`src/rtl/switch_control.sv`:
```
// Switch allocator for one XY-routed mesh router: round-robin header selection,
// XY output computation, crossbar table programming and connection release.

`ifndef EAST
`define EAST 0
`endif
`ifndef WEST
`define WEST 1
`endif
`ifndef NORTH
`define NORTH 2
`endif
`ifndef SOUTH
`define SOUTH 3
`endif
`ifndef LOCAL
`define LOCAL 4
`endif
`ifndef NPORT
`define NPORT 5
`endif
`ifndef TAM_FLIT
`define TAM_FLIT 16
`endif
`ifndef METADEFLIT
`define METADEFLIT 8
`endif

module switch_control #(
  parameter logic [`TAM_FLIT-1:0] address = 16'h0000
) (
  input  logic                          clock,
  input  logic                          reset,
  input  logic [`NPORT-1:0]             h,
  input  logic [`NPORT*`TAM_FLIT-1:0]   data_in,
  input  logic [`NPORT-1:0]             sender,
  output logic [`NPORT-1:0]             ack_h,
  output logic [`NPORT-1:0]             free,
  output logic [`NPORT*3-1:0]           mux_in,
  output logic [`NPORT*3-1:0]           mux_out
);

  localparam int NPORT    = `NPORT;
  localparam int TAM_FLIT = `TAM_FLIT;
  localparam int HALF     = `METADEFLIT;

  typedef logic [2:0] port_t;
  typedef enum logic [1:0] {IDLE, ARB, ROUTE, GRANT} state_t;

  localparam port_t P_EAST  = port_t'(`EAST);
  localparam port_t P_WEST  = port_t'(`WEST);
  localparam port_t P_NORTH = port_t'(`NORTH);
  localparam port_t P_SOUTH = port_t'(`SOUTH);
  localparam port_t P_LOCAL = port_t'(`LOCAL);

  localparam logic [HALF-1:0] LX = address[TAM_FLIT-1:HALF];
  localparam logic [HALF-1:0] LY = address[HALF-1:0];

  state_t state, state_nx;
  port_t  sel, out, last;
  port_t  mux_in_q  [NPORT];
  port_t  mux_out_q [NPORT];

  logic [TAM_FLIT-1:0] flit [NPORT];
  logic [TAM_FLIT-1:0] hdr_sel;
  port_t               route_dir;
  port_t               arb_pick;
  logic                arb_found;
  int                  idx;
  logic                grant_ok;
  logic                grant_busy;

  // XY dimension-order routing: resolve X first, then Y, else deliver locally.
  function automatic port_t xy_route(input logic [TAM_FLIT-1:0] hdr);
    logic [HALF-1:0] dx, dy;
    port_t           dir;
    dx = hdr[TAM_FLIT-1:HALF];
    dy = hdr[HALF-1:0];
    if (dx > LX)      dir = P_EAST;
    else if (dx < LX) dir = P_WEST;
    else if (dy < LY) dir = P_SOUTH;
    else if (dy > LY) dir = P_NORTH;
    else              dir = P_LOCAL;
    return dir;
  endfunction

  for (genvar g = 0; g < NPORT; g++) begin : g_unpack
    assign flit[g]             = data_in[g*TAM_FLIT +: TAM_FLIT];
    assign mux_in[g*3 +: 3]    = mux_in_q[g];
    assign mux_out[g*3 +: 3]   = mux_out_q[g];
  end

  assign hdr_sel   = flit[sel];
  assign route_dir = xy_route(hdr_sel);

  // Round-robin search starting one past the last port served.
  always_comb begin
    // NOTE: every combinational output is given a default before any branch so no latch is inferred.
    arb_pick  = last;
    arb_found = 1'b0;
    idx       = 0;
    for (int k = 1; k <= NPORT; k++) begin
      idx = (int'(last) + k) % NPORT;
      if (!arb_found && h[idx]) begin
        arb_pick  = port_t'(idx);
        arb_found = 1'b1;
      end
    end
  end

  always_comb begin
    state_nx   = state;
    grant_ok   = 1'b0;
    grant_busy = 1'b0;
    unique case (state)
      IDLE:  if (|h) state_nx = ARB;
      ARB:   state_nx = arb_found ? ROUTE : IDLE;
      ROUTE: state_nx = GRANT;
      GRANT: begin
        state_nx   = IDLE;
        grant_ok   = h[sel] &&  free[out];
        grant_busy = h[sel] && !free[out];
      end
      default: state_nx = IDLE;
    endcase
  end

  always_ff @(posedge clock or posedge reset) begin
    if (reset) state <= IDLE;
    else       state <= state_nx;
  end

  always_ff @(posedge clock or posedge reset) begin
    if (reset) begin
      ack_h <= '0;
      free  <= '1;
      sel   <= '0;
      out   <= '0;
      last  <= P_LOCAL;
      // NOTE: the crossbar tables are a handful of flops driving outputs, so they are reset like any other state.
      for (int i = 0; i < NPORT; i++) begin
        mux_in_q[i]  <= '0;
        mux_out_q[i] <= '0;
      end
    end else begin
      // NOTE: non-blocking assignments let release and grant both read the pre-edge free vector.
      ack_h <= '0;

      if (state == ARB && arb_found) sel <= arb_pick;
      if (state == ROUTE)            out <= route_dir;

      // Release runs every cycle; table entries are left stale once free.
      for (int o = 0; o < NPORT; o++) begin
        if (!free[o] && !sender[mux_in_q[o]]) free[o] <= 1'b1;
      end

      if (grant_ok) begin
        ack_h[sel]     <= 1'b1;
        free[out]      <= 1'b0;
        mux_in_q[out]  <= sel;
        mux_out_q[sel] <= out;
        last           <= sel;
      end else if (grant_busy) begin
        last <= sel;
      end
    end
  end

  a_ack_onehot: assert property (@(posedge clock) disable iff (reset) $onehot0(ack_h));
  a_ack_pulse:  assert property (@(posedge clock) disable iff (reset) (|ack_h) |=> !(|ack_h));

endmodule

```
`config.mk`:
```
export PLATFORM = sky130hd
export DESIGN_NAME = switch_control
export DESIGN_NICKNAME = d
export VERILOG_FILES = /design/src/rtl/switch_control.sv
export SDC_FILE = /design/constraint.sdc
export NUM_CORES = 1
export LEC_CHECK = 0
export BUFFER_PORTS_ARGS = -buffer_cell sky130_fd_sc_hd__buf_2
export CORE_AREA = 2 2 90 92
export DETAILED_ROUTE_END_ITERATION = 12
export DIE_AREA = 0 0 92 94
export PLACE_DENSITY = 0.83
export REMOVE_ABC_BUFFERS = 1
export SLEW_MARGIN = 20
export SYNTH_ARGS = -nofsm -noshare
export SYNTH_HDL_FRONTEND = slang
export SYNTH_SLANG_ARGS = --single-unit
```
`constraint.sdc`:
```
create_clock -name clock -period 11.4 [get_ports clock]
set_input_delay 0.57 -clock clock [delete_from_list [all_inputs] [get_ports clock]]
set_output_delay 0.57 -clock clock [all_outputs]
set_load 0.02 [all_outputs]
```
==> flow_summary.toml, run 1 <==
[power_and_ir_drop]
leakage_nw = 2.20
p_per_area_nw_per_um2 = 357
reported_net_switching_power_mw = 0.905
power_frac_comb = 0.786
clock_power_frac = 0.055
power.ir.vdd_worst_v = 0.000216
seq_power_share = 0.159
switching_share = 0.539
internal_power_mw = 0.773
power_total_mw = 1.68

[setup_path]
critical_path_required_ns = 11.63
max_stage_delay_ns = 0.91
setup.worst_path.class = "reg2reg"
timing.critical_path.arrival_ns = 6.34
critical_path.slowest_cell = "sky130_fd_sc_hd__ha_1"
end_kind = "register"
critical_path_cell_by_cell = "buf_4 > inv_1 > ha_1 > clkinv_1 > ha_1 > nor2_1 > a21oi_2 > xnor2_2 > inv_1 > ha_1 > or2b_2 > o311a_4 > o31ai_4 > a211oi_1 > a2111oi_0 > or2_1 > mux2_2 > o211ai_1 > o221a_1"
worstSetupStartpointType = "register"
critical_path.top_delay_family = "compound AO/OA/AOI/OAI gates"
timing.critical_path.fanout_max = 32
crit_buf_inv = 4
worst_path_most_repeated_cell = "sky130_fd_sc_hd__ha_1"

[grt]
globalRouteTotalUtil = 0.269
grt_pass1_wl_um = 19000
number_of_global_route_vias_before_repair = 3967
pin_count_of_the_biggest_net_entering_global_routing = 40
initial_antenna_violation_count = 1
grt.overflow.total = 0

[routing]
post_drt_wl_per_cell_um = 17.3
drt-initial-drc-count = 505
drt_pre_antenna_iters = 5
vias_per_cell = 6.10
routed-via-count = 4200
drt_drc_violations_left = 0
antenna_violating_nets_post_route = 0
wl_um = 11900

[job]
timing.max_cap.violations = 0

[yosys]
postSynth.topFlopCell = "sky130_fd_sc_hd__dfrtp_1"
syn_avg_cell_area_sq_um = 8.48
number_of_synthesized_flops_with_an_enable_pin = 0
yosysTopAreaCell = "sky130_fd_sc_hd__dfrtp_1"
count_of_different_cell_masters_after_synthesis = 81
synthArstFlopShare = 1.00
synthesis.instances = 482
synth_seq_cells = 39
synth.top_cells.by_area = "sky130_fd_sc_hd__dfrtp_1, sky130_fd_sc_hd__ha_1, sky130_fd_sc_hd__mux2_2"
synth.cell_area_sq_um = 4090
yosysSeqAreaShare = 0.241
ys_warn_count = 0
synth_top_area_frac = 0.202

[die]
floorplan.initialDensity = 0.537
core_sq_um = 7610
top_level_ports = 132
floorplan.rows = 32
floorplan.die.height_um = 94
dieArea_sq_um = 8650
die_w_um = 92

[clock_network]
cts_repair_resize_count = 0
clock_net_sink_count = 39
cts_hold_buf = 0
cts_max_path_buffers = 2
clkSlewWorstSetupHoldPaths_ns = 0.08
cts_tree = "yes"
clock_h_tree_levels = 2
cts-root-buf = "sky130_fd_sc_hd__clkbuf_8"
worstSkewPairLatency_ns = 0.29
tritoncts.num_buffers = 5
cts.repair_timing.setup_buffer_count = 0

[sta]
final.setup.worst_slack_ns = 5.30
worst_pin_slew_ns = 0.768
relSlewSlack = 0.488
final.period_utilization = 0.535
hold_violations_final = 0
rsz0062_at_grt = "no"
final_max_slew_viol_count = 0
finClkSkew_ns = 0.00283
max_freq_mhz = 164
setup-violations-final = 0
final.hold.worst_slack_ns = 0.379
final.setup.tns_ns = 0
period_needed_ns = 6.10

[placement]
preCtsSetupSlack_ns = 5.41
detailed_place_hpwl_um = 9050
dpl_cell_area_sq_um = 4610
portBuffers = 120
dp.cells = 679
gp_congestion = 0.992

[cells_and_area]
area_delta_synth_final_pct = 15.0
instances_no_fill = 688
utilization = 0.618
final_design_area_no_fill_sq_um = 4700
drive_gt1_frac = 0.304
layout.nets = 700

[run_status]
run_status = "finished, final reports clean"

[hold_path]
worst_hold_path_type = "in2async"
## cell usage in the layout (no fill, tap or decap), types with 9 or more instances in the layout
cell type / n
sky130_fd_sc_hd__a21oi_1: 28
sky130_fd_sc_hd__buf_2: 120
sky130_fd_sc_hd__conb_1: 11
sky130_fd_sc_hd__dfrtp_1: 33
sky130_fd_sc_hd__ha_1: 24
sky130_fd_sc_hd__inv_1: 23
sky130_fd_sc_hd__mux2_2: 20
sky130_fd_sc_hd__mux2i_1: 20
sky130_fd_sc_hd__nand2_1: 44
sky130_fd_sc_hd__nand2b_1: 9
sky130_fd_sc_hd__nand3_1: 16
sky130_fd_sc_hd__nor2_1: 35
sky130_fd_sc_hd__nor4_1: 24
sky130_fd_sc_hd__o21ai_0: 19
## flip-flops by register name, indices dropped and copies added (netlist names), named ones only
signal / cells
mux_out: 10
state: 1
ack_h: 5
mux_in: 9
out: 2
sel: 3
free: 5
last: 3
## metal layers
metal	GRT usage	up-vias	wire length (um)
li1	-	1971	-
met1	0.340	2007	4820
met2	0.478	205	5970
met3	0.0482	17	975
met4	0.0609	0	112
met5	0	-	0
## power by group through the flow
stage	clock network [mW]	logic, mW	registers (mW)
finish	0.0929	1.32	0.267
global route	0.0999	1.44	0.275
CTS	0.0937	1.29	0.265
detailed placement	0	1.29	0.267
global placement	0	1.25	0.264
floorplan	0	0.972	0.287
## worst paths after layout
check / cells past startpoint / slack (ns) / to / startpoint
worst max register to register: 19 / 5.30 / sel[0] / last[0]
worst max-delay path: 19 / 5.30 / sel[0] / last[0]
max in group asynchronous: 3 / 10.66 / free[3] / reset
worst min register to register: 1 / 0.47 / state[0] / state[0]
worst min-delay path: 3 / 0.38 / mux_out[11] / reset
min in group clock: 1 / 0.47 / state[0] / state[0]
## worst register-to-register path: stages, from the launching register on
cell and delay, ns:
sky130_fd_sc_hd__dfrtp_1 0.34, sky130_fd_sc_hd__buf_4 0.33, sky130_fd_sc_hd__inv_1 0.37, sky130_fd_sc_hd__ha_1 0.91, sky130_fd_sc_hd__clkinv_1 0.53, sky130_fd_sc_hd__ha_1 0.41
sky130_fd_sc_hd__nor2_1 0.18, sky130_fd_sc_hd__a21oi_2 0.10, sky130_fd_sc_hd__xnor2_2 0.20, sky130_fd_sc_hd__inv_1 0.10, sky130_fd_sc_hd__ha_1 0.18, sky130_fd_sc_hd__or2b_2 0.33
sky130_fd_sc_hd__o311a_4 0.14, sky130_fd_sc_hd__o31ai_4 0.36, sky130_fd_sc_hd__a211oi_1 0.09, sky130_fd_sc_hd__a2111oi_0 0.63, sky130_fd_sc_hd__or2_1 0.24, sky130_fd_sc_hd__mux2_2 0.34
sky130_fd_sc_hd__o211ai_1 0.09, sky130_fd_sc_hd__o221a_1 0.19
## kinds of logic (layout without fill, tap and decap cells)
kind of cell	after synthesis	in the layout	synth area share
fa+ha+maj	24	24	0.0735
compound gates	118	118	0.208
buf+inv	63	156	0.0866
xor+xnor	8	8	0.0227
flops	39	39	0.241
other cells	1	12	0.000918
simple gates	184	184	0.239
mux	45	45	0.130
## synth_stat cells, types with 5 or more instances
library cell	count
sky130_fd_sc_hd__ha_1	24
sky130_fd_sc_hd__a31oi_1	6
sky130_fd_sc_hd__nor3b_1	5
sky130_fd_sc_hd__nor2_1	35
sky130_fd_sc_hd__dfrtp_1	33
sky130_fd_sc_hd__buf_4	13
sky130_fd_sc_hd__o211ai_1	8
sky130_fd_sc_hd__nand2b_1	9
sky130_fd_sc_hd__nor3_1	8
sky130_fd_sc_hd__o22ai_1	6
sky130_fd_sc_hd__mux2i_1	20
sky130_fd_sc_hd__a211oi_1	6
sky130_fd_sc_hd__and3_1	6
sky130_fd_sc_hd__nor2b_1	8
sky130_fd_sc_hd__nand2_1	44
sky130_fd_sc_hd__dfstp_2	6
sky130_fd_sc_hd__mux2_2	20
sky130_fd_sc_hd__nand3_1	16
sky130_fd_sc_hd__nor4_1	24
sky130_fd_sc_hd__a21oi_1	28
sky130_fd_sc_hd__buf_6	6
sky130_fd_sc_hd__xnor2_1	5
sky130_fd_sc_hd__o21ai_0	19
sky130_fd_sc_hd__inv_1	23
sky130_fd_sc_hd__a22oi_1	5
sky130_fd_sc_hd__clkbuf_1	13
## cell type report
cell class | count | area [sq um]
fill | 654 | 2910
clock inverter | 2 | 12.5
multi-input combinational | 390 | 2790
timing repair buffer | 122 | 616
inverter | 26 | 97.6
sequential | 39 | 983
tap | 102 | 128
clock buffer | 6 | 72.6
antenna | 1 | 2.50
Note: power is estimated with default switching activity, not from simulation.
==> run 2, diff against run 1 <==
--- a/config.mk
+++ b/config.mk
@@ -6,10 +6,10 @@
 export NUM_CORES = 1
 export LEC_CHECK = 0
 export BUFFER_PORTS_ARGS = -buffer_cell sky130_fd_sc_hd__buf_2
-export CORE_AREA = 2 2 90 92
+export CORE_AREA = 2 2 92 94
 export DETAILED_ROUTE_END_ITERATION = 12
-export DIE_AREA = 0 0 92 94
-export PLACE_DENSITY = 0.83
+export DIE_AREA = 0 0 94 96
+export PLACE_DENSITY = 0.8
 export REMOVE_ABC_BUFFERS = 1
 export SLEW_MARGIN = 20
 export SYNTH_ARGS = -nofsm -noshare
==> constraint.sdc (replaced) <==
create_clock -name clock -period 6.35 [get_ports clock]
set_input_delay 0.3175 -clock clock [delete_from_list [all_inputs] [get_ports clock]]
set_output_delay 0.3175 -clock clock [all_outputs]
set_load 0.02 [all_outputs]
==> run 2 against run 1 <==
Flip-flop and latch count did not move. Non-clock buffer count up 3. Clock power up 72%. Sequential share of layout area is 0.11 points lower. Routed wire length fell by 1.3%. Via count is 0.52% lower. Critical endpoint unchanged. Largest cell class unchanged.
==> flow_summary.toml, run 2 (synthesized netlist as in run 1, its figures left out) <==
[sta]
period_needed_ns = 5.05
final.period_utilization = 0.796
final.setup.worst_slack_ns = 1.30
relSlewSlack = 0.497
finClkSkew_ns = 0.00736
setup-violations-final = 0
rsz0062_at_grt = "no"
max_freq_mhz = 198
hold_violations_final = 0
worst_pin_slew_ns = 0.745
final_max_slew_viol_count = 0
final.setup.tns_ns = 0
final.hold.worst_slack_ns = 0.139

[die]
floorplan.initialDensity = 0.508
floorplan.rows = 33
top_level_ports = 132
dieArea_sq_um = 9020
die_w_um = 94
floorplan.die.height_um = 96
core_sq_um = 8050

[cells_and_area]
layout_commonest_cell = "sky130_fd_sc_hd__buf_2"
layout.filler_cells = 771
utilization = 0.586
layout.nets = 703
area_delta_synth_final_pct = 15.6
final_cell_mix = "sky130_fd_sc_hd__buf_2, sky130_fd_sc_hd__nand2_1, sky130_fd_sc_hd__nor2_1"
drive_gt1_frac = 0.308
largest_register_ffs = 10
inserted_diodes = 0
instances_no_fill = 693

[setup_path]
critical_path.reg2reg.startpoint = "last[1]"
crit_buf_inv = 3
worstSetupStartpointType = "register"
max_stage_delay_ns = 0.58
timing.critical_path.fanout_max = 11
worst_path_most_repeated_cell = "sky130_fd_sc_hd__ha_1"
end_kind = "register"
critical_path.top_delay_family = "compound AO/OA/AOI/OAI gates"
crit_start = "last[1]"
critical_path_cell_count = 19
critical_path.slowest_cell = "sky130_fd_sc_hd__dfrtp_1"
critical_path_cell_by_cell = "inv_1 > ha_1 > xnor2_2 > inv_2 > ha_1 > nor2_1 > a21oi_2 > xnor2_2 > inv_1 > ha_1 > or2b_2 > o311a_4 > o31ai_4 > nor3b_1 > o211ai_2 > nor3b_2 > nand4b_1 > o31a_1 > o221a_1"
timing.reg2reg.worst_path_depth = 19
timing.critical_path.arrival_ns = 5.23
setup.worst_path.class = "reg2reg"
critical_path_required_ns = 6.52

[power_and_ir_drop]
leakage_nw = 2.21
p_per_area_nw_per_um2 = 643
power.ir.vdd_worst_v = 0.000463

[clock_network]
clock_net_sink_count = 39
cts.repair_timing.setup_buffer_count = 0
clkSlewWorstSetupHoldPaths_ns = 0.07
tritoncts.num_buffers = 5
cts_repair_resize_count = 0
cts_max_path_buffers = 2
clock_h_tree_levels = 2
cts-root-buf = "sky130_fd_sc_hd__clkbuf_8"
worstSkewPairLatency_ns = 0.29
cts_tree = "yes"
cts_hold_buf = 0

[routing]
routed-via-count = 4178
drt-initial-drc-count = 279
antenna_violating_nets_post_route = 0
vias_per_cell = 6.03
drt_drc_violations_left = 0
drt_pre_antenna_iters = 5
wl_um = 11700
post_drt_wl_per_cell_um = 16.9

[placement]
detailed_place_hpwl_um = 9080
portBuffers = 120
preCtsSetupSlack_ns = 1.34
gp_congestion = 0.903
dp.cells = 685

[job]
timing.max_cap.violations = 0

[grt]
globalRouteTotalUtil = 0.251
initial_antenna_violation_count = 0
grt_pass1_wl_um = 18200
number_of_global_route_vias_before_repair = 3830
pin_count_of_the_biggest_net_entering_global_routing = 40
grt.overflow.total = 0

[hold_path]
worst_hold_path_type = "in2async"

[run_status]
run_status = "finished, final reports clean"
-- run 2: cell count changes in the layout (fill, tap and decap cells not counted) --
cell,before,now
sky130_fd_sc_hd__diode_2,1,0
sky130_fd_sc_hd__buf_4,2,5
-- run 2: through the flow --
step / power, mW / cell area [sq um]
global route: 3.30 / 4720
global placement: 2.75 / 4640
floorplan: 2.26 / 3870
detailed placement: 2.83 / 4640
finish: 3.04 / 4720
CTS: 3.00 / 4720
-- run 2: layout make-up --
type                            instances  area, sq um  area share
Sequential cell                        39          983       0.208
Inverter                               26         97.6      0.0207
Clock inverter                          2         12.5     0.00265
Clock buffer                            6         72.6      0.0154
Multi-Input combinational cell        390         2790       0.590
Timing Repair Buffer                  125          638       0.135
Tap cell                              105          131      0.0278
-- run 2: per-layer routing --
layer  track usage  vias up  routed length (um)  share of wire
met4        0.0471        0                 117          0.010
met5             0        -                   0              0
met2         0.468      211                6010           0.51
met1         0.314     1981                4680           0.40
li1              -     1974                   -              -
met3        0.0313       12                 929          0.079
-- run 2: final timing paths --
check                                end  slack [ns]
worst min-delay path            ack_h[2]        0.14
worst max register to register    sel[0]        1.30
worst min register to register  state[0]        0.49
max in group asynchronous        free[2]        5.85
worst max-delay path              sel[0]        1.30
min in group clock               free[1]        0.23
-- run 2: tightest hold or removal path, cell delays in order --
cell                    delay [ns]
sky130_fd_sc_hd__buf_2        0.10
sky130_fd_sc_hd__inv_1        0.04
sky130_fd_sc_hd__buf_4        0.41
-- run 2: where the power goes --
group / leakage, nW / internal (mW) / switching, mW / total (mW)
logic: 1.68 / 0.994 / 1.40 / 2.39
clock network: 0.0412 / 0.0767 / 0.0837 / 0.160
registers: 0.492 / 0.333 / 0.148 / 0.481
total: 2.21 / 1.40 / 1.63 / 3.04
